--- config.mk ---
export PLATFORM = sky130hd
export DESIGN_NAME = fetch_flat
export DESIGN_NICKNAME = d
export VERILOG_FILES = /design/src/rtl/instr_pkg.sv /design/src/rtl/fetch_if.sv /design/src/rtl/fetch_iq.sv /design/src/rtl/fetch.sv /design/src/flat_wrapper.sv
export SDC_FILE = /design/constraint.sdc
export NUM_CORES = 1
export LEC_CHECK = 0
export BUFFER_PORTS_ARGS = -buffer_cell sky130_fd_sc_hd__buf_2
export CELL_PAD_IN_SITES_DETAIL_PLACEMENT = 1
export CELL_PAD_IN_SITES_GLOBAL_PLACEMENT = 2
export CORE_ASPECT_RATIO = 0.9
export CORE_MARGIN = 5
export CORE_UTILIZATION = 38
export CTS_BUF_LIST = sky130_fd_sc_hd__clkbuf_2 sky130_fd_sc_hd__clkbuf_4 sky130_fd_sc_hd__clkbuf_8
export DETAILED_ROUTE_END_ITERATION = 7
export PLACE_DENSITY = 0.92
export SLEW_MARGIN = 20
export SYNTH_ARGS = -nofsm -noshare
export SYNTH_HDL_FRONTEND = slang
export SYNTH_HIERARCHICAL = 1
export SYNTH_SLANG_ARGS = --single-unit
--- constraint.sdc ---
create_clock -name clk -period 3.8 [get_ports clk]
set_clock_uncertainty 0.2 [all_clocks]
set_input_delay 0.19 -clock clk [delete_from_list [all_inputs] [get_ports clk]]
set_output_delay 0.19 -clock clk [all_outputs]
set_load 0.05 [all_outputs]
--- src/rtl/instr_pkg.sv ---
// Shared instruction packet types for the front end.
// The fetch queue entry carries its own reserved/valid tracking beside the packet.
package instr_pkg;

  typedef struct packed {
    logic [31:0] instr;
    logic [31:0] pc;
`ifdef SIMULATION
    logic [31:0] SIMID;
`endif
  } t_instr_pkt;

  typedef struct packed {
    logic       reserved;
    logic       valid;
    t_instr_pkt pkt;
  } t_fetch_iq_entry;

  function automatic logic [31:0] next_fetch_pc(logic [31:0] pc);
    return pc + 32'd4;
  endfunction

endpackage

--- src/rtl/fetch_if.sv ---
// Instruction-memory request/response channel between fetch and imem.
interface fetch_if;
  logic        imem_req_valid;
  logic        imem_req_ready;
  logic [31:0] imem_req_addr;
  logic        imem_rsp_valid;
  logic [31:0] imem_rsp_data;

  modport master (
    output imem_req_valid,
    output imem_req_addr,
    input  imem_req_ready,
    input  imem_rsp_valid,
    input  imem_rsp_data
  );

  modport slave (
    input  imem_req_valid,
    input  imem_req_addr,
    output imem_req_ready,
    output imem_rsp_valid,
    output imem_rsp_data
  );
endinterface

--- src/rtl/fetch_iq.sv ---
// Circular instruction queue: slots are reserved at the tail when a request issues,
// filled in request order as responses return, and popped from the head.
module fetch_iq
  import instr_pkg::*;
#(
  parameter int unsigned Depth = 4
) (
  input  logic                       clk,
  input  logic                       reset,
  input  logic                       flush,
  input  logic                       reserve,
  input  logic [31:0]                reserve_pc,
  input  logic                       fill,
  input  t_instr_pkt                 fill_pkt,
  input  logic                       pop,
  output logic [$clog2(Depth+1)-1:0] count,
  output t_instr_pkt                 head_pkt
);

  localparam int unsigned PtrW = $clog2(Depth);
  localparam int unsigned CntW = $clog2(Depth + 1);

  t_fetch_iq_entry [Depth-1:0] entries_q, entries_d;
  logic [PtrW-1:0] head_q, head_d, tail_q, tail_d, fill_q, fill_d;
  // count: filled entries; used: filled plus reserved-but-unfilled
  logic [CntW-1:0] count_q, count_d, used_q, used_d;

  always_comb begin
    entries_d = entries_q;
    head_d    = head_q;
    tail_d    = tail_q;
    fill_d    = fill_q;
    count_d   = count_q;
    used_d    = used_q;
    if (flush) begin
      head_d  = '0;
      tail_d  = '0;
      fill_d  = '0;
      count_d = '0;
      used_d  = '0;
      for (int i = 0; i < int'(Depth); i++) begin
        entries_d[PtrW'(i)].reserved = 1'b0;
        entries_d[PtrW'(i)].valid    = 1'b0;
      end
    end else begin
      if (pop) begin
        entries_d[head_q].reserved = 1'b0;
        entries_d[head_q].valid    = 1'b0;
        head_d                     = head_q + PtrW'(1);
      end
      // A reserve on a full queue with a pop reuses the slot just vacated
      if (reserve) begin
        entries_d[tail_q].reserved = 1'b1;
        entries_d[tail_q].valid    = 1'b0;
        entries_d[tail_q].pkt      = '0;
        entries_d[tail_q].pkt.pc   = reserve_pc;
        tail_d                     = tail_q + PtrW'(1);
      end
      if (fill) begin
        entries_d[fill_q].valid     = 1'b1;
        entries_d[fill_q].pkt.instr = fill_pkt.instr;
`ifdef SIMULATION
        entries_d[fill_q].pkt.SIMID = fill_pkt.SIMID;
`endif
        fill_d = fill_q + PtrW'(1);
      end
      count_d = count_q + CntW'(fill) - CntW'(pop);
      used_d  = used_q + CntW'(reserve) - CntW'(pop);
    end
  end

  always_ff @(posedge clk) begin
    if (reset) begin
      entries_q <= '0;
      head_q    <= '0;
      tail_q    <= '0;
      fill_q    <= '0;
      count_q   <= '0;
      used_q    <= '0;
    end else begin
      entries_q <= entries_d;
      head_q    <= head_d;
      tail_q    <= tail_d;
      fill_q    <= fill_d;
      count_q   <= count_d;
      used_q    <= used_d;
    end
  end

  assign count    = count_q;
  assign head_pkt = entries_q[head_q].pkt;

`ifndef SYNTHESIS
  a_fill_has_slot: assert property (@(posedge clk) disable iff (reset)
      !(fill && !flush && count_q == used_q))
    else $error("fetch_iq: push with no reserved slot");
  a_reserve_not_full: assert property (@(posedge clk) disable iff (reset)
      !(reserve && !flush && !pop && used_q == CntW'(Depth)))
    else $error("fetch_iq: reserve on full queue");
`endif

endmodule

--- src/rtl/fetch.sv ---
// Fetch stage: sequential PC generation, credit-limited imem requests, stale-response
// dropping after redirects, and an instruction queue feeding decode.
module fetch
  import instr_pkg::*;
#(
  parameter logic [31:0] RESET_PC = 32'h0000_0000,
  parameter int unsigned IQ_DEPTH = 4
) (
  input  logic         clk,
  input  logic         reset,
  input  logic         redirect_valid,
  input  logic [31:0]  redirect_pc,
  fetch_if.master      imem,
  input  logic         stall,
  output logic         valid_fe1,
  output t_instr_pkt   instr_fe1
);

  localparam int unsigned CntW = $clog2(IQ_DEPTH + 1);

  logic [31:0]     fetch_pc_q, fetch_pc_d;
  // outstanding counts every request in flight, including ones already marked for dropping
  logic [CntW-1:0] outstanding_q, outstanding_d;
  logic [CntW-1:0] drop_cnt_q, drop_cnt_d;
  logic [CntW-1:0] iq_count;
  logic [CntW:0]   credit_used;
  logic            req_fire, rsp_drop, rsp_push, pop;
  t_instr_pkt      fill_pkt, head_pkt;

  assign credit_used         = {1'b0, iq_count} + {1'b0, outstanding_q};
  assign imem.imem_req_valid = ~reset & ~redirect_valid & (credit_used < (CntW+1)'(IQ_DEPTH));
  assign imem.imem_req_addr  = fetch_pc_q;

  assign req_fire = imem.imem_req_valid & imem.imem_req_ready;
  assign rsp_drop = imem.imem_rsp_valid & (drop_cnt_q != '0);
  assign rsp_push = imem.imem_rsp_valid & (drop_cnt_q == '0) & ~redirect_valid;
  assign pop      = valid_fe1 & ~stall & ~redirect_valid;

  always_comb begin
    fetch_pc_d    = fetch_pc_q;
    outstanding_d = outstanding_q + CntW'(req_fire) - CntW'(imem.imem_rsp_valid);
    drop_cnt_d    = drop_cnt_q - CntW'(rsp_drop);
    if (req_fire) begin
      fetch_pc_d = next_fetch_pc(fetch_pc_q);
    end
    if (redirect_valid) begin
      fetch_pc_d = redirect_pc;
      // Every response still to come belongs to the old path
      drop_cnt_d = outstanding_q - CntW'(imem.imem_rsp_valid);
    end
  end

  always_ff @(posedge clk) begin
    if (reset) begin
      fetch_pc_q    <= RESET_PC;
      outstanding_q <= '0;
      drop_cnt_q    <= '0;
    end else begin
      fetch_pc_q    <= fetch_pc_d;
      outstanding_q <= outstanding_d;
      drop_cnt_q    <= drop_cnt_d;
    end
  end

`ifdef SIMULATION
  logic [31:0] simid_q;
  always_ff @(posedge clk) begin
    if (reset) begin
      simid_q <= '0;
    end else if (rsp_push) begin
      simid_q <= simid_q + 32'd1;
    end
  end
`endif

  always_comb begin
    fill_pkt       = '0;
    fill_pkt.instr = imem.imem_rsp_data;
`ifdef SIMULATION
    fill_pkt.SIMID = simid_q;
`endif
  end

  fetch_iq #(
    .Depth (IQ_DEPTH)
  ) u_iq (
    .clk        (clk),
    .reset      (reset),
    .flush      (redirect_valid),
    .reserve    (req_fire),
    .reserve_pc (fetch_pc_q),
    .fill       (rsp_push),
    .fill_pkt   (fill_pkt),
    .pop        (pop),
    .count      (iq_count),
    .head_pkt   (head_pkt)
  );

  assign valid_fe1 = iq_count != '0;
  assign instr_fe1 = valid_fe1 ? head_pkt : '0;

`ifdef SIMULATION
  always @(posedge clk) begin
    if (!reset && pop) begin
      $display("INFO: fetch deliver pc=%h instr=%h simid=%0d",
               instr_fe1.pc, instr_fe1.instr, instr_fe1.SIMID);
    end
  end
`endif

endmodule

--- src/flat_wrapper.sv ---
// flat-port wrapper written by rule: the top's interface ports become plain ports
module fetch_flat import instr_pkg::*;
#(
  parameter logic [31:0] RESET_PC = 32'h0000_0000,
  parameter int unsigned IQ_DEPTH = 4
)
  (clk, reset, redirect_valid, redirect_pc, stall, valid_fe1, instr_fe1, imem_imem_req_valid, imem_imem_req_addr, imem_imem_req_ready, imem_imem_rsp_valid, imem_imem_rsp_data);
  fetch_if imem_i ();
  input  logic clk;
  input  logic reset;
  input  logic redirect_valid;
  input  logic [31:0] redirect_pc;
  input  logic stall;
  output logic valid_fe1;
  output t_instr_pkt instr_fe1;
  output wire logic [$bits(imem_i.imem_req_valid)-1:0] imem_imem_req_valid;
  output wire logic [$bits(imem_i.imem_req_addr)-1:0] imem_imem_req_addr;
  input wire logic [$bits(imem_i.imem_req_ready)-1:0] imem_imem_req_ready;
  input wire logic [$bits(imem_i.imem_rsp_valid)-1:0] imem_imem_rsp_valid;
  input wire logic [$bits(imem_i.imem_rsp_data)-1:0] imem_imem_rsp_data;
  assign imem_imem_req_valid = imem_i.imem_req_valid;
  assign imem_imem_req_addr = imem_i.imem_req_addr;
  assign imem_i.imem_req_ready = imem_imem_req_ready;
  assign imem_i.imem_rsp_valid = imem_imem_rsp_valid;
  assign imem_i.imem_rsp_data = imem_imem_rsp_data;
  fetch #(.RESET_PC(RESET_PC), .IQ_DEPTH(IQ_DEPTH)) u_core (.clk(clk), .reset(reset), .redirect_valid(redirect_valid), .redirect_pc(redirect_pc), .imem(imem_i), .stall(stall), .valid_fe1(valid_fe1), .instr_fe1(instr_fe1));
endmodule
==> impl_metrics.json, run 1 <==
{
  "syn_nets": 1482,
  "drt_iter0_drc": 616,
  "rsz0062_at_grt": "false",
  "cts_tree": "yes",
  "clockBufferDepth": 3,
  "initial_core_util": 0.387,
  "max_clock_freq_ghz": 0.296,
  "diodes": 0,
  "grt_overflow": 0,
  "ctsHtreeMaxLevel": 2,
  "switchingPower_mw": 1.84,
  "clk_latency_ps": 580,
  "cts_sinks": 303,
  "internal_power_mw": 5.20,
  "drive_above_1_share": 0.226,
  "cp-end-kind": "flop",
  "p_leak_nw": 6.26,
  "hpwlAfterDp_microns": 26700,
  "routedWlPerCell_microns": 20.8,
  "drc": 0,
  "rows": 65,
  "via_per_inst": 5.49,
  "run_status": "completed",
  "grt_pass1_wl_microns": 69300,
  "power_density_nw_per_um2": 431,
  "hold_class": "in2reg",
  "max_cap_violations": 0,
  "reg2reg_depth": 9,
  "fp.dieH_microns": 190,
  "post-route-util": 0.464,
  "syn_area_sq_um": 13600,
  "share_seq_of_total_power": 0.475,
  "area_delta_synth_final_pct": 19.8,
  "comb_power_share": 0.091,
  "core-area_sq_um": 35200,
  "synth_cells": 1391,
  "first_pass_iters": 5,
  "setup_viol": 0,
  "cts_buffers": 51,
  "crit_arrival_ps": 3700,
  "clk_pin_slew_ps": 60,
  "whs_path_depth": 6,
  "grt_max_degree": 69,
  "grt_pass1_vias": 12500,
  "fin_nets": 1692,
  "slew_headroom": 0.250,
  "num_vias": 11600,
  "hold_viol_final": 0,
  "cts_post_setup_buffers_inserted": 0,
  "die_area_sq_um": 39800,
  "drv_slew": 0,
  "critPathRequiredTime_ps": 4120,
  "gp_congestion": 0.811,
  "grt_usage": 0.214,
  "tightest_slew_ps": 1120,
  "worstSetupPathType": "reg2reg",
  "clockPowerShare": 0.434,
  "period_needed_ps": 3380,
  "root_buffer": "clkbuf_8",
  "timing.final.crit_share": 0.890,
  "ant_nets": 0,
  "layout_common_cells": "dfxtp_1 (301), nand2_1 (295), buf_2 (166)",
  "critPathLaunchType": "flop",
  "yosysWarnings": 6,
  "io_pins": 168,
  "final_common_cell": "dfxtp_1",
  "switching_share": 0.262,
  "nFillCells": 4017,
  "routed_wirelength_microns": 43700,
  "antenna_found_initial": 1,
  "totalPowerFinal_mw": 7.04,
  "port_buffers": 167,
  "ir_worst_vdd_mv": 0.248,
  "avgSynthCellArea_sq_um": 9.80,
  "cp_max_fo": 32,
  "setup_tns_ps": 0,
  "fp.dieW_microns": 210
}
[what timing repair did]
action | in CTS | in global routing
resized for setup | 0 | 0
setup endpoints to repair | 0 | 0
hold endpoints to repair | 174 | 0
hold buffers | 72 | 0
[final timing paths]
kind / from / endpoint / slack [ps]
worst max-delay path: u_core/outstanding_q[1]$_SDFF_PP0_ / u_core/u_iq/entries_q[195]$_SDFFE_PP0N_ / 420
worst min register to register: flop / flop / 250
worst max register to register: u_core/outstanding_q[1]$_SDFF_PP0_ / u_core/u_iq/entries_q[195]$_SDFFE_PP0N_ / 420
worst min-delay path: imem_imem_req_ready / u_core/imem.imem_req_addr[28]$_SDFFE_PP0P_ / 80
[cell type report]
| class | instances | area (sq um) | area share |
|---|---|---|---|
| Timing Repair Buffer | 272 | 1820 | 0.112 |
| Clock buffer | 83 | 1040 | 0.0634 |
| Sequential cell | 303 | 6070 | 0.372 |
| Clock inverter | 5 | 41.3 | 0.00253 |
| Inverter | 25 | 93.8 | 0.00575 |
| Tap cell | 469 | 587 | 0.0359 |
| Multi-Input combinational cell | 948 | 6680 | 0.409 |
[per-stage QoR]
stage	instances	setup WS, ps	area [sq um]	hold slack, ps
2_1_floorplan	1391	917	13600	112
3_3_place_gp	1945	864	14500	210
3_5_place_dp	1945	831	14500	214
4_1_cts	2105	443	16300	36.6
5_1_grt	2105	255	16300	106
6_report	2105	416	16300	78.4
[per-layer routing]
layer / track usage / part of all wire
met3: 0.0366 / 0.050
met5: 0 / 0.00030
met1: 0.275 / 0.43
met4: 0.0575 / 0.021
met2: 0.372 / 0.49
[power by group through the flow]
stage / sequential, mW / clock (mW) / combinational (mW)
final: 3.34 / 3.05 / 0.643
after global routing: 3.35 / 3.28 / 0.697
after global placement: 3.40 / 0 / 0.566
after floorplan: 3.45 / 0 / 0.347
after detailed placement: 3.41 / 0 / 0.578
after CTS: 3.34 / 3.13 / 0.641
[worst max-delay path: stages, from the launching register on]
cell and delay [ps]:
dfxtp_1 360, ha_1 290, nand3_1 120, nand4_1 120, buf_4 240, inv_1 160
a22o_1 270, a21oi_4 780, o2bb2ai_1 190, dlygate4sd3_1 570
No activity file was read; power rests on OpenSTA's default activity.
==> run 2: changes to the inputs <==
--- a/config.mk
+++ b/config.mk
@@ -11,9 +11,9 @@
 export CORE_ASPECT_RATIO = 0.9
 export CORE_MARGIN = 5
 export CORE_UTILIZATION = 38
-export CTS_BUF_LIST = sky130_fd_sc_hd__clkbuf_2 sky130_fd_sc_hd__clkbuf_4 sky130_fd_sc_hd__clkbuf_8
+export CTS_BUF_LIST = sky130_fd_sc_hd__clkbuf_8
 export DETAILED_ROUTE_END_ITERATION = 7
-export PLACE_DENSITY = 0.92
+export PLACE_DENSITY = 0.8
 export SLEW_MARGIN = 20
 export SYNTH_ARGS = -nofsm -noshare
 export SYNTH_HDL_FRONTEND = slang
==> run 2 against run 1 <==
  * Fmax is 8.0% higher
  * Sequential share of layout area decreased by 0.22 points
  * Final area rose by 0.60%
  * Hold slack improved by 5.0 ps
  * Critical path depth did not move
  * Via count fell by 2.0%
  * Sequential cell count did not move
  * Utilization grew 0.28 points
  * Total power rose by 0.37%
  * Routed wire length up 1.2%
  * Final cell count grew 0.43%
  * Non-clock buffer count up 2
==> impl_metrics.json, run 2 (synthesis gave the netlist of run 1 again) <==
{
  "postLayoutCellArea_sq_um": 16400,
  "setup_tns_ps": 0,
  "switching_share": 0.269,
  "ant_nets": 0,
  "initial_core_util": 0.387,
  "period_needed_ps": 3130,
  "p_leak_nw": 6.34,
  "hold_class": "in2reg",
  "ctsHtreeMaxLevel": 2,
  "clk_pin_slew_ps": 60,
  "crit_arrival_ps": 3470,
  "reg2reg_depth": 9,
  "setup_viol": 0,
  "drive_above_1_share": 0.217,
  "path_cells": "ha_1 > nand3_1 > nand4_1 > inv_1 > a22o_1 > a21oi_4 > buf_16 > o2bb2ai_1 > dlygate4sd3_1",
  "first_pass_iters": 5,
  "timing.final.crit_share": 0.824,
  "holdPathEnd": "u_core/outstanding_q[1]$_SDFF_PP0_",
  "hold_viol_final": 0,
  "clockBufferDepth": 3,
  "r2r-end": "u_core/u_iq/entries_q[195]$_SDFFE_PP0N_",
  "via_per_inst": 5.36,
  "min_from": "imem_imem_req_ready",
  "cts_tree": "yes",
  "grt_pass1_wl_microns": 69100,
  "clk_latency_ps": 600,
  "comb_power_share": 0.093,
  "diodes": 0,
  "drc": 0,
  "final_common_cell": "dfxtp_1",
  "internal_power_mw": 5.16,
  "ir_worst_vdd_mv": 0.275,
  "routed_wirelength_microns": 44200,
  "clockPowerShare": 0.434,
  "drv_slew": 0,
  "power_density_nw_per_um2": 430,
  "die_area_sq_um": 39800,
  "cts_hold_buf": 73,
  "grt_overflow": 0,
  "critPathSlowestCell": "dlygate4sd3_1",
  "core-area_sq_um": 35200,
  "switchingPower_mw": 1.90,
  "post-route-util": 0.467,
  "cts_sinks": 303,
  "whs_path_depth": 5,
  "rows": 65,
  "share_seq_of_total_power": 0.473,
  "cp-end-kind": "flop",
  "rsz0062_at_grt": "false",
  "port_buffers": 167,
  "slowest_delay_ps": 550,
  "grt_max_degree": 134,
  "cp_max_fo": 20,
  "drt_iter0_drc": 500,
  "rrSetupSlack_ps": 670,
  "max_clock_freq_ghz": 0.319,
  "critPathLaunchType": "flop",
  "r2r_start": "u_core/outstanding_q[1]$_SDFF_PP0_",
  "grt_pass1_vias": 12000,
  "fp.dieW_microns": 210,
  "worstSetupPathType": "reg2reg",
  "critPathRequiredTime_ps": 4140,
  "slew_headroom": 0.236,
  "area_delta_synth_final_pct": 20.5,
  "max_cap_violations": 0,
  "root_buffer": "clkbuf_8",
  "num_vias": 11300,
  "io_pins": 168,
  "gp_congestion": 0.760,
  "fp.dieH_microns": 190,
  "antenna_found_initial": 1,
  "run_status": "completed",
  "fin_nets": 1696,
  "post_cts_resized": 0,
  "grt_usage": 0.216,
  "layout_common_cells": "dfxtp_1 (301), nand2_1 (295), buf_2 (166)",
  "hpwlAfterDp_microns": 27200,
  "cts_post_setup_buffers_inserted": 0,
  "place_area_sq_um": 14600,
  "cts_buffers": 53,
  "routedWlPerCell_microns": 20.9,
  "tightest_slew_ps": 1140
}
run 2: cell count changes in the layout (fill, tap and decap cells not counted):
cell,change
clkinv_1,+2
buf_12,+3
clkbuf_8,-1
bufinv_16,+2
inv_8,-1
clkbuf_4,-17
clkinv_2,+4
buf_16,+2
dlygate4sd3_1,+1
inv_1,+18
buf_4,-4
run 2: power by group through the flow:
stage / clock (mW) / combinational [mW] / sequential, mW
global route: 3.30 / 0.712 / 3.35
CTS: 3.15 / 0.647 / 3.34
finish: 3.06 / 0.655 / 3.34
global placement: 0 / 0.576 / 3.41
detailed placement: 0 / 0.585 / 3.41
floorplan: 0 / 0.347 / 3.45
run 2: routing by layer:
layer | vias to the layer above | global-route usage | wire length (microns)
li1 | 5351 | - | -
met1 | 5682 | 0.291 | 20500
met2 | 236 | 0.361 | 20900
met3 | 62 | 0.0391 | 1990
met4 | 0 | 0.0550 | 802
met5 | - | 0 | 0
run 2: worst max path at each step:
stage	start	to	slack, ps	cells after the start
floorplan	u_core/outstanding_q[2]$_SDFF_PP0_	u_core/outstanding_q[2]$_SDFF_PP0_	920	12
global placement	redirect_valid	u_core/u_iq/entries_q[177]$_SDFFE_PP0N_	930	7
detailed placement	redirect_valid	u_core/u_iq/entries_q[46]$_SDFFE_PP0N_	860	7
CTS	u_core/outstanding_q[1]$_SDFF_PP0_	u_core/u_iq/entries_q[195]$_SDFFE_PP0N_	470	8
global route	u_core/outstanding_q[1]$_SDFF_PP0_	u_core/u_iq/entries_q[195]$_SDFFE_PP0N_	520	9
finish	u_core/outstanding_q[1]$_SDFF_PP0_	u_core/u_iq/entries_q[195]$_SDFFE_PP0N_	670	9
run 2: worst max-delay path, delay by kind of cell (launching register included):
family	cells	cell delay, ps
AND/OR/NAND/NOR	2	330
buffers and inverters	3	980
flip-flops	1	370
AO/OA/AOI/OAI	3	900
adder cells (fa/ha/maj)	1	300
run 2: per-stage QoR:
step / power, mW / cells / setup slack, ps / hold slack, ps
floorplan: 3.79 / 1391 / 917 / 112
detailed placement: 4.00 / 1944 / 858 / 235
finish: 7.06 / 2114 / 667 / 83.4
CTS: 7.14 / 2112 / 473 / 54.2
global route: 7.37 / 2114 / 520 / 124
global placement: 3.99 / 1944 / 925 / 222
run 2: final cells by class:
cell class / instances / area (sq um)
fill: 4039 / 18800
multi-input combinational: 948 / 6680
sequential: 303 / 6070
timing repair buffer: 274 / 1920
clock buffer: 65 / 895
tap: 469 / 587
clock inverter: 30 / 185
inverter: 25 / 93.8
